### src/rtl/spart_transmit.sv
// SPART transmit half: one-entry holding register feeding a start/8-data/stop
// serialiser paced by the shared baud-enable pulse.
module spart_transmit #(
  parameter int STOP_BITS = 1
) (
  input  logic       clk,
  input  logic       rst_n,
  input  logic       transmit_baud,
  input  logic       transmit_write_en,
  input  logic [7:0] transmit_write_line,
  output logic       txd,
  output logic       tbr,
  output logic       transmit_busy,
  output logic       transmit_done,
  output logic       transmit_overrun
);

  localparam int FRAME_LEN = 9 + STOP_BITS;
  localparam logic [3:0] LAST_BIT = 4'(FRAME_LEN - 1);

  typedef enum logic {IDLE, SENDING} state_t;

  state_t                 r_state;
  logic [FRAME_LEN-1:0]   r_shift;
  logic [3:0]             r_bit_cnt;
  logic [7:0]             r_hold;
  logic                   r_hold_full;
  logic                   r_busy;
  logic                   r_done;
  logic                   r_overrun;

  logic                   w_frame_end;
  logic                   w_load;
  logic [FRAME_LEN-1:0]   w_frame;

  // A reload at frame end shares the pulse that completes the last stop bit,
  // which is what makes back-to-back frames gapless.
  assign w_frame_end = (r_state == SENDING) && transmit_baud && (r_bit_cnt == LAST_BIT);
  assign w_load      = transmit_baud && r_hold_full && ((r_state == IDLE) || w_frame_end);
  assign w_frame     = {{STOP_BITS{1'b1}}, r_hold, 1'b0};

  always_ff @(posedge clk or negedge rst_n) begin
    if (!rst_n) begin
      r_hold      <= '0;
      r_hold_full <= 1'b0;
      r_overrun   <= 1'b0;
    end else begin
      r_overrun <= transmit_write_en && r_hold_full;
      if (w_load) begin
        r_hold_full <= 1'b0;
      end else if (transmit_write_en && !r_hold_full) begin
        r_hold      <= transmit_write_line;
        r_hold_full <= 1'b1;
      end
    end
  end

  always_ff @(posedge clk or negedge rst_n) begin
    if (!rst_n) begin
      r_state   <= IDLE;
      r_shift   <= '1;
      r_bit_cnt <= '0;
      r_busy    <= 1'b0;
      r_done    <= 1'b0;
    end else begin
      r_done <= w_frame_end;
      case (r_state)
        IDLE: begin
          if (w_load) begin
            r_shift   <= w_frame;
            r_bit_cnt <= '0;
            r_busy    <= 1'b1;
            r_state   <= SENDING;
          end
        end
        SENDING: begin
          if (transmit_baud) begin
            if (w_frame_end) begin
              r_bit_cnt <= '0;
              if (w_load) begin
                r_shift <= w_frame;
              end else begin
                r_shift <= '1;
                r_busy  <= 1'b0;
                r_state <= IDLE;
              end
            end else begin
              r_shift   <= {1'b1, r_shift[FRAME_LEN-1:1]};
              r_bit_cnt <= r_bit_cnt + 4'd1;
            end
          end
        end
      endcase
    end
  end

  assign txd              = r_shift[0];
  assign tbr              = !r_hold_full;
  assign transmit_busy    = r_busy;
  assign transmit_done    = r_done;
  assign transmit_overrun = r_overrun;

endmodule
### config.mk
export PLATFORM = sky130hd
export DESIGN_NAME = spart_transmit
export DESIGN_NICKNAME = d
export VERILOG_FILES = /design/src/rtl/spart_transmit.sv
export SDC_FILE = /design/constraint.sdc
export NUM_CORES = 1
export LEC_CHECK = 0
export CAP_MARGIN = 20
export CORE_ASPECT_RATIO = 0.7
export CORE_MARGIN = 5
export CORE_UTILIZATION = 40
export CTS_BUF_LIST = sky130_fd_sc_hd__clkbuf_4 sky130_fd_sc_hd__clkbuf_8
export DETAILED_ROUTE_END_ITERATION = 10
export SLEW_MARGIN = 25
export SYNTH_ARGS = -nofsm -noshare
export SYNTH_HDL_FRONTEND = slang
export SYNTH_SLANG_ARGS = --single-unit
### constraint.sdc
create_clock -name clk -period 2.2 [get_ports clk]
set_input_delay 0.33 -clock clk [delete_from_list [all_inputs] [get_ports clk]]
set_output_delay 0.33 -clock clk [all_outputs]
set_load 0.02 [all_outputs]
==> impl_metrics.yaml <==
outcome:
  outcome: "completed"
clocking:
  hold_buffers: 0
  clockBufferDepth: 2
  post_cts_buffers: 0
  root_buffer: "clkbuf_8"
  cts_tree: "built"
  clk_pin_slew_worst_paths_ns: 0.08
  cts.sinks: 26
  post_cts_resized: 0
  clk-insertion-delay-late_ns: 0.26
  htreeDepth: 1
  numCtsBuffers: 3
die:
  num_io_pins: 17
  start_util_pct: 42.1
  core-area_mm2: 0.00280
  die_x_um: 74.9
  num_rows: 16
  die_y_um: 55.4
  die-area_mm2: 0.00415
detailed_routing:
  drt-initial-drc-count: 50
  ant_nets: 0
  num_vias: 879
  via_per_inst: 5.14
  drc: 0
  wl_per_cell_um: 13.5
  drt_wl_total_mm: 2.32
  dr.pass1.iters: 6
cells_and_area:
  final_util_pct: 50.8
  drive_gt1_share_pct: 14.8
  n_fill_cell: 260
  fin_nets: 150
  syn2layout_area_growth_pct: 20.8
  antenna_cells: 0
  design_area_mm2: 0.00143
timing:
  hold_viol: 0
  tightestPinTransition_ns: 0.342
  setup_tns_ns: 0
  max_freq_mhz: 556
  fin_crit_sh_pct: 81.7
  whs_ns: 0.426
  max-slew-margin-rel_pct: 77.2
  finalWorstPathRequiredPeriod_ns: 1.80
  finClkSkew_ns: 0.00272
  finalMaxSlewViolations: 0
  setup_violations: 0
  fin_ws_ns: 0.402
  rsz0062_at_grt: "false"
setup_path:
  rrSetupSlack_ns: 0.60
  start_kind: "flop"
  critical_path_arrival_ns: 1.47
  cp_data_required_time_ns: 1.87
  crit_path_end_kind: "output pin"
  cp_max_fo: 9
  critPathKind: "flop to output pin"
placement:
  dp_hpwl_mm: 1.76
  place_ws_ns: 0.447
  place_area_mm2: 0.00137
  gp_congestion: 0.774
  io_buffers: 16
logic_synthesis:
  synthCells: 119
  ys_ff_latch: 26
  ys_warn_count: 0
  yosys.area.top_type: "dfrtp_1"
  yosysUniqueCellTypes: 26
  synth_seq_area_share_pct: 56.1
  syn_avg_cell_area_um2: 9.91
  synth_top_area_share_pct: 36.1
  syn_nets: 133
  syn_area_mm2: 0.00118
  netlist_top_cells_area: "dfrtp_1 (36%), dfstp_2 (20%), nand2_1 (6.0%), o2111ai_1 (5.2%), o21ai_0 (5.1%)"
global_route:
  grt_pass1_vias: 878
  grtUsageTotal_pct: 12.4
  antenna_found_initial: 0
  grt_pass1_wl_mm: 4.01
  grt_max_degree: 27
  overflow: 0
min_path:
  min_path_type: "input port to async pin"
run:
  cap_violations: 0
power_and_ir_drop:
  p_leak_nw: 0.627
  p_per_area_mw_per_mm2: 1130
  vdd_drop_max_v: 0.000593
## layout by cell type, fill, tap and decap left out
master and instances:
o21ai_1 2, inv_1 12, clkbuf_8 4, buf_4 3, nor2b_2 1, o2111ai_1 7
ha_1 2, o211ai_1 1, nand3b_4 1, mux2_2 1, dfstp_2 9, and2_1 2
nand3_1 8, a32oi_1 1, dfrtp_1 17, nor2_1 4, xor2_1 1, nand2_1 19
o21ai_0 12, clkdlybuf4s50_1 16, a2bb2oi_1 1, a21oi_1 5, a211oi_1 1, or3_1 2
o22a_1 1, o22ai_1 1, nand2_2 1
## worst max-delay path: stages (launching register included)
cell and delay (ns):
dfrtp_1 0.49, inv_1 0.11, clkdlybuf4s50_1 0.60
## where the power goes
part	total, W	switching, W	leakage [nW]	internal (W)
clock	0.000296	0.000137	0.0288	0.000160
combinational	0.000465	0.000251	0.300	0.000214
sequential	0.000845	0.000126	0.298	0.000718
## per-layer routing
| layer | up-vias | GRT usage [%] | part of all wire, % |
|---|---|---|---|
| li1 | 440 | - | - |
| met1 | 399 | 17.2 | 46 |
| met2 | 34 | 17.6 | 43 |
| met3 | 6 | 5.07 | 8.8 |
| met4 | 0 | 3.81 | 1.9 |
| met5 | - | 0 | 0 |
## area by class of cell
cell class / instances / area, um^2 / share of cell area (%)
Multi-Input combinational cell: 74 / 435 / 30.6
Inverter: 12 / 45.0 / 3.16
Timing Repair Buffer: 19 / 183 / 12.8
Sequential cell: 26 / 662 / 46.4
Tap cell: 36 / 45.0 / 3.16
Clock buffer: 4 / 55.1 / 3.86
## cells by family after synthesis
group	Yosys count	share of synthesized area, %
xor+xnor	1	0.742
compound gates	32	17.3
buf+inv	19	7.00
fa+ha+maj	2	2.12
simple gates	38	15.8
mux	1	0.954
flops	26	56.1
## final timing paths
check                           cells after the start                    endpoint                     start
worst max-delay path                                2                         tbr   r_hold_full$_DFFE_PN0P_
worst min-delay path                                2  transmit_overrun$_DFF_PN0_                     rst_n
worst max register to register                      5      r_shift[2]$_DFFE_PN1P_  r_bit_cnt[1]$_DFFE_PN0P_
worst min register to register                      2      r_shift[8]$_DFFE_PN1P_    r_shift[8]$_DFFE_PN1P_
max in group asynchronous                           2      r_shift[4]$_DFFE_PN1P_                     rst_n
min in group clk                                    2      r_shift[8]$_DFFE_PN1P_    r_shift[8]$_DFFE_PN1P_
## synthesized netlist by cell type (all sizes together)
library cell,number
a211oi,1
a21oi,5
a2bb2oi,1
a32oi,1
and2,2
buf,7
dfrtp,17
dfstp,9
ha,2
inv,12
mux2,1
nand2,20
nand3,8
nand3b,1
nor2,4
nor2b,1
o2111ai,7
o211ai,1
o21ai,14
o22a,1
o22ai,1
or3,2
xor2,1
## metrics by stage
stage | total power, W | cells
6_report | 0.00161 | 171
5_1_grt | 0.00172 | 171
3_3_place_gp | 0.00129 | 167
4_1_cts | 0.00163 | 171
2_1_floorplan | 0.00115 | 119
3_5_place_dp | 0.00132 | 167
## flip-flops by register name (all words and copies together), names as in the netlist
name              flops
transmit_busy         1
r_bit_cnt             4
transmit_overrun      1
transmit_done         1
r_hold                8
r_state               1
r_shift               9
r_hold_full           1
Note: power is estimated with default switching activity, not from simulation.
